$ cat src/rtl/pe_multimode.sv
// pe_multimode: systolic MAC cell with a banked stationary weight, WS/OS modes,
// optional saturation with sticky flags, and an OS result drain chain.
module pe_multimode #(
  parameter int I_D_SIZE  = 16,
  parameter int F_D_SIZE  = 16,
  parameter int T_D_SIZE  = 37,
  parameter int NUM_BANKS = 4,
  parameter bit SATURATE  = 1
) (
  input  logic                         clk,
  input  logic                         rst_n,
  input  logic                         clk_en,
  input  logic                         mode_i,
  input  logic [I_D_SIZE-1:0]          input_i,
  input  logic                         input_valid_i,
  input  logic                         input_last_i,
  output logic [I_D_SIZE-1:0]          input_o,
  output logic                         input_valid_o,
  output logic                         input_last_o,
  input  logic [F_D_SIZE-1:0]          filter_i,
  input  logic                         filter_we,
  input  logic [$clog2(NUM_BANKS)-1:0] filter_waddr,
  input  logic [$clog2(NUM_BANKS)-1:0] bank_sel_i,
  output logic [F_D_SIZE-1:0]          filter_o,
  input  logic [T_D_SIZE-1:0]          sum_i,
  input  logic                         sum_valid_i,
  output logic [T_D_SIZE-1:0]          sum_o,
  output logic                         sum_valid_o,
  output logic                         ovf_o,
  output logic                         collision_o
);
  localparam int P  = I_D_SIZE + F_D_SIZE;
  localparam int T1 = T_D_SIZE + 1;
  localparam logic signed [T_D_SIZE-1:0] SMIN = {1'b1, {(T_D_SIZE-1){1'b0}}};
  localparam logic signed [T_D_SIZE-1:0] SMAX = ~SMIN;

  logic signed [F_D_SIZE-1:0] bank_q [NUM_BANKS];
  logic                       mode_q, sum_valid_q, ovf_q, coll_q, in_valid_q, in_last_q;
  logic        [I_D_SIZE-1:0] in_q;
  logic        [F_D_SIZE-1:0] filt_q;
  logic signed [T_D_SIZE-1:0] acc_q, acc_d, sum_q, sum_d;
  logic                       sum_valid_d, ovf_d, coll_d;

  logic                       change, own, ovf_add;
  logic signed [F_D_SIZE-1:0] w;
  logic signed [P-1:0]        prod;
  logic signed [T_D_SIZE-1:0] prod_x, addend, res;
  logic signed [T_D_SIZE:0]   sum_x;

  // The beat in a mode-change cycle already runs in the new mode, on a cleared accumulator
  always_comb begin
    change      = mode_i != mode_q;
    own         = mode_i & input_valid_i & input_last_i;
    w           = mode_i ? $signed(filter_i) : bank_q[bank_sel_i];
    prod        = P'($signed(input_i)) * P'(w);
    prod_x      = T_D_SIZE'(prod);
    addend      = !mode_i ? $signed(sum_i) : (change ? '0 : acc_q);
    sum_x       = T1'(addend) + T1'(prod_x);
    ovf_add     = sum_x[T_D_SIZE] ^ sum_x[T_D_SIZE-1];
    res         = (SATURATE && ovf_add) ? (sum_x[T_D_SIZE] ? SMIN : SMAX) : sum_x[T_D_SIZE-1:0];
    acc_d       = (mode_i & input_valid_i & !input_last_i) ? res : ((own | change) ? '0 : acc_q);
    sum_d       = !mode_i ? (input_valid_i ? res : sum_q)
                          : (own ? res : (sum_valid_i ? $signed(sum_i) : sum_q));
    sum_valid_d = !change & (mode_i ? (own | sum_valid_i) : input_valid_i);
    ovf_d       = (!change & ovf_q) | (input_valid_i & ovf_add);
    coll_d      = (!change & coll_q) | (own & sum_valid_i);
  end

  always_ff @(posedge clk or negedge rst_n) begin
    if (!rst_n) begin
      for (int b = 0; b < NUM_BANKS; b++) bank_q[b] <= '0;
      mode_q      <= 1'b0;
      acc_q       <= '0;
      sum_q       <= '0;
      sum_valid_q <= 1'b0;
      ovf_q       <= 1'b0;
      coll_q      <= 1'b0;
      in_q        <= '0;
      in_valid_q  <= 1'b0;
      in_last_q   <= 1'b0;
      filt_q      <= '0;
    end else if (clk_en) begin
      if (filter_we) bank_q[filter_waddr] <= filter_i;
      mode_q      <= mode_i;
      acc_q       <= acc_d;
      sum_q       <= sum_d;
      sum_valid_q <= sum_valid_d;
      ovf_q       <= ovf_d;
      coll_q      <= coll_d;
      in_q        <= input_i;
      in_valid_q  <= input_valid_i;
      in_last_q   <= input_last_i;
      filt_q      <= filter_i;
    end
  end

  assign input_o       = in_q;
  assign input_valid_o = in_valid_q;
  assign input_last_o  = in_last_q;
  assign filter_o      = filt_q;
  assign sum_o         = sum_q;
  assign sum_valid_o   = sum_valid_q;
  assign ovf_o         = ovf_q;
  assign collision_o   = coll_q;
endmodule

$ cat config.mk
export PLATFORM = sky130hd
export DESIGN_NAME = pe_multimode
export DESIGN_NICKNAME = d
export VERILOG_FILES = /design/src/rtl/pe_multimode.sv
export SDC_FILE = /design/constraint.sdc
export NUM_CORES = 1
export LEC_CHECK = 0
export CELL_PAD_IN_SITES_DETAIL_PLACEMENT = 1
export CELL_PAD_IN_SITES_GLOBAL_PLACEMENT = 1
export CORE_UTILIZATION = 47
export CTS_CLUSTER_SIZE = 28
export DETAILED_ROUTE_END_ITERATION = 16
export DONT_BUFFER_PORTS = 1
export GPL_ROUTABILITY_DRIVEN = 0
export GPL_TIMING_DRIVEN = 0
export PLACE_DENSITY_LB_ADDON = 0.12
export SYNTH_ARGS = -nofsm -noshare
export SYNTH_HDL_FRONTEND = slang
export SYNTH_SLANG_ARGS = --single-unit
$ cat constraint.sdc
create_clock -name clk -period 7.7 [get_ports clk]
set_input_delay 1.54 -clock clk [delete_from_list [all_inputs] [get_ports clk]]
set_output_delay 1.54 -clock clk [all_outputs]
set_load 0.02 [all_outputs]
==> impl_metrics.env <==
export IMPL_outcome="finished with violations"
export IMPL_failing_checks="negative setup slack"
export IMPL_dpl_wire_length_um=51800
export IMPL_grt_total_usage_pct=31.0
export IMPL_post_synth_cell_area_avg_um2=10.0
export IMPL_netlist_area_um2=20500
export IMPL_path_max_fanout=9
export IMPL_cts_tree="built"
export IMPL_die_area_um2=44400
export IMPL_yosysSeqAreaShare_pct=21.5
export IMPL_timing_critical_path_to_type="flip-flop"
export IMPL_port_buffers=0
export IMPL_final_layout_size_suffix_gt1_share_pct=24.3
export IMPL_min_from="bank_q[20]"
export IMPL_post_cts_hold_buffer_count=0
export IMPL_capturing_point_of_the_worst_reg2reg_path="sum_o[34]"
export IMPL_area_growth_syn_to_layout_pct=20.0
export IMPL_vias_per_cell=5.58
export IMPL_antennaDiodeCount=0
export IMPL_synth_edf_count=0
export IMPL_r2r_start="mode_q"
export IMPL_tightestPinTransition_ns=1.25
export IMPL_h_tree_depth=4
export IMPL_worst_setup_hold_path_clk_slew_ns=0.07
export IMPL_report_final_setup_viol=75
export IMPL_cts_inserted_buffers=17
export IMPL_criticalPathCategory="in2reg"
export IMPL_yosys_area_top_type_share_pct=31.5
export IMPL_timing_max_cap_violations=0
export IMPL_grt_start_max_net_pins=177
export IMPL_synth_top_area_cell="sky130_fd_sc_hd__fa_1"
export IMPL_clock_sinks=176
export IMPL_max_slew_margin_pct=16.4
export IMPL_synth_async_reset_ratio_pct=100
export IMPL_core_area_um2=43000
export IMPL_startpoint="bank_sel_i[0]"
export IMPL_rsz0062_at_grt="true"
export IMPL_final_cell_area_um2=24500
export IMPL_final_critical_path_setup_slack_ns=-0.701
export IMPL_critical_path_arrival_ns=8.74
export IMPL_finalHoldWorstSlack_ns=0.505
export IMPL_worst_clock_skew_ns=0.0194
export IMPL_grt_pass1_wl_um=104000
export IMPL_finalCriticalPeriod_ns=8.40
export IMPL_die_width_um=211
export IMPL_fin_util_pct=57.1
export IMPL_drtAntennaViolNets=0
export IMPL_nets=2695
export IMPL_wire_per_inst_um=24.1
export IMPL_finalWirelength_um=66800
export IMPL_post_dp_cell_area_um2=21600
export IMPL_post_synth_num_cell_types=76
export IMPL_ys_dominant_reg_cell="sky130_fd_sc_hd__dfrtp_1"
export IMPL_grt_ovfl_total=0
export IMPL_timing_max_transition_violations_final=0
export IMPL_synth_area_top_cells="sky130_fd_sc_hd__fa_1 32%, sky130_fd_sc_hd__dfrtp_1 22%, sky130_fd_sc_hd__inv_1 7.5%, sky130_fd_sc_hd__ha_1 6.8%, sky130_fd_sc_hd__mux2_2 6.1%"
export IMPL_cts_root_buffer_cell="sky130_fd_sc_hd__clkbuf_16"
export IMPL_floorplan_die_height_um=211
export IMPL_postSynthNetCount=2552
export IMPL_remaining_drc_errors=0
export IMPL_required_time_reported_for_the_critical_path_endpoint_ns=8.04
export IMPL_hold_viol_final=0
export IMPL_initial_drt_pass_iterations=5
export IMPL_grt_pass1_vias=17400
export IMPL_drt_first_iter_violations=934
export IMPL_setup_reg_to_reg_worst_slack_ns=0.25
export IMPL_num_io_pins=155
export IMPL_ys_top_cells_by_count="408 x sky130_fd_sc_hd__inv_1, 322 x sky130_fd_sc_hd__fa_1, 178 x sky130_fd_sc_hd__nand2_1"
export IMPL_yosys_warnings=0
export IMPL_layout_worst_path_cycle_share_pct=109
export IMPL_ctsLongestPathBuffers=2
export IMPL_initial_core_util_pct=47.6
export IMPL_hold_depth=1
export IMPL_fmax_mhz=119
export IMPL_postSynthCellCount=2037
export IMPL_grt_antenna_before_repair=1
export IMPL_synth_ff_latch_count=176
export IMPL_clock_latency_ns=0.46
export IMPL_rows=76
export IMPL_num_vias=15500
export IMPL_timing_critical_path_from_type="primary input"
export IMPL_synthMostInstantiatedCell="sky130_fd_sc_hd__inv_1"
export IMPL_worst_r2r_cell_count=24
export IMPL_timing_hold_worst_endpoint="bank_q[20]"
export IMPL_worst_hold_path_type="reg2reg"
critical path: stages:
cell and delay (ns):
sky130_fd_sc_hd__clkbuf_16 0.14, sky130_fd_sc_hd__buf_12 0.12, sky130_fd_sc_hd__buf_16 0.12, sky130_fd_sc_hd__mux4_2 0.48
sky130_fd_sc_hd__mux2_4 0.35, sky130_fd_sc_hd__buf_6 0.15, sky130_fd_sc_hd__and2_1 0.16, sky130_fd_sc_hd__fa_1 0.54
sky130_fd_sc_hd__fa_2 0.47, sky130_fd_sc_hd__fa_1 0.54, sky130_fd_sc_hd__fa_1 0.52, sky130_fd_sc_hd__fa_1 0.50
sky130_fd_sc_hd__inv_1 0.07, sky130_fd_sc_hd__fa_1 0.49, sky130_fd_sc_hd__inv_1 0.07, sky130_fd_sc_hd__ha_4 0.28
sky130_fd_sc_hd__buf_8 0.12, sky130_fd_sc_hd__nand4_1 0.17, sky130_fd_sc_hd__nor2_2 0.22, sky130_fd_sc_hd__nand3_1 0.12
sky130_fd_sc_hd__o31a_4 0.41, sky130_fd_sc_hd__mux2i_4 0.21, sky130_fd_sc_hd__buf_6 0.16, sky130_fd_sc_hd__nor2_4 0.11
sky130_fd_sc_hd__buf_6 0.13, sky130_fd_sc_hd__nor2_4 0.06, sky130_fd_sc_hd__buf_6 0.17, sky130_fd_sc_hd__a221o_1 0.33
cells in the final DEF (no fill, tap or decap), types with 15 or more instances in the layout:
cell                          n
sky130_fd_sc_hd__clkbuf_1    55
sky130_fd_sc_hd__nand2_1    155
sky130_fd_sc_hd__ha_1        95
sky130_fd_sc_hd__clkbuf_16   27
sky130_fd_sc_hd__fa_1       296
sky130_fd_sc_hd__mux4_2      16
sky130_fd_sc_hd__o21ai_1     15
sky130_fd_sc_hd__nand2_4     15
sky130_fd_sc_hd__dfrtp_1    176
sky130_fd_sc_hd__nor2b_1     47
sky130_fd_sc_hd__buf_12      18
sky130_fd_sc_hd__maj3_2      15
sky130_fd_sc_hd__nor2_1      41
sky130_fd_sc_hd__o21ai_0     55
sky130_fd_sc_hd__inv_2       18
sky130_fd_sc_hd__buf_6       28
sky130_fd_sc_hd__inv_1      387
sky130_fd_sc_hd__nor3_1      27
sky130_fd_sc_hd__and2_1      60
sky130_fd_sc_hd__a221o_1     36
sky130_fd_sc_hd__a21oi_1     35
sky130_fd_sc_hd__buf_4       85
sky130_fd_sc_hd__mux2_2      98
sky130_fd_sc_hd__nand3_1     48
sky130_fd_sc_hd__fa_2        26
sky130_fd_sc_hd__xnor2_1     23
cell type report:
| cell class | instances | area [um^2] |
|---|---|---|
| clock buffers | 19 | 433 |
| flip-flops and latches | 176 | 4400 |
| multi-input cells | 1352 | 15200 |
| inverters | 408 | 1540 |
| clock inverters | 13 | 141 |
| well taps | 585 | 732 |
| repair buffers | 126 | 1290 |
| fillers | 4625 | 18400 |
| plain buffers | 99 | 837 |
stage by stage:
| step | setup slack [ns] | setup TNS (ns) | instances |
|---|---|---|---|
| 2_1_floorplan | -0.595 | -37.48 | 2037 |
| 3_3_place_gp | -2.12 | -141.20 | 2622 |
| 3_5_place_dp | -2.21 | -147.73 | 2622 |
| 4_1_cts | -0.652 | -41.70 | 2718 |
| 5_1_grt | -0.870 | -55.73 | 2778 |
| 6_report | -0.701 | -42.81 | 2778 |
per-layer routing:
metal | GRT usage, % | vias to the layer above | share of wire (%)
li1 | - | 6765 | -
met1 | 42.3 | 8146 | 43
met2 | 51.2 | 480 | 49
met3 | 4.62 | 122 | 4.9
met4 | 9.32 | 0 | 3.3
met5 | 0 | - | 0
registers in the layout (all words and copies together), names as in the netlist:
name,cells
collision_o,1
ovf_o,1
input_last_o,1
input_valid_o,1
bank_q,64
filter_o,16
sum_o,37
input_o,16
mode_q,1
acc_q,37
sum_valid_o,1
logic make-up after synthesis:
family / after synthesis / synth area share, %
and+or+nand+nor: 468 / 11.2
adders and majority gates: 450 / 39.2
DFF: 176 / 21.5
muxes: 134 / 8.21
buffers and inverters: 510 / 9.48
xor gates and xnor gates: 39 / 1.67
AOI/OAI and AO/OA: 260 / 8.73
worst max-delay path by stage:
stage / cells after the start / endpoint / slack, ns
5_1_grt: 28 / acc_q[19] / -0.87
3_3_place_gp: 24 / sum_o[31] / -2.12
6_report: 28 / acc_q[19] / -0.70
3_5_place_dp: 24 / sum_o[31] / -2.21
4_1_cts: 32 / acc_q[19] / -0.65
2_1_floorplan: 26 / sum_o[31] / -0.59
what timing repair did:
item | in CTS | in global routing
pin swaps | 52 | 79
resized for setup | 170 | 148
gates cloned | 6 | 4
setup endpoints to repair | 75 | 75
setup buffers | 60 | 60
Power is left out: the tool's default activity adds up to more than one toggle a clock period on the data nets, which glitch-free logic cannot reach.
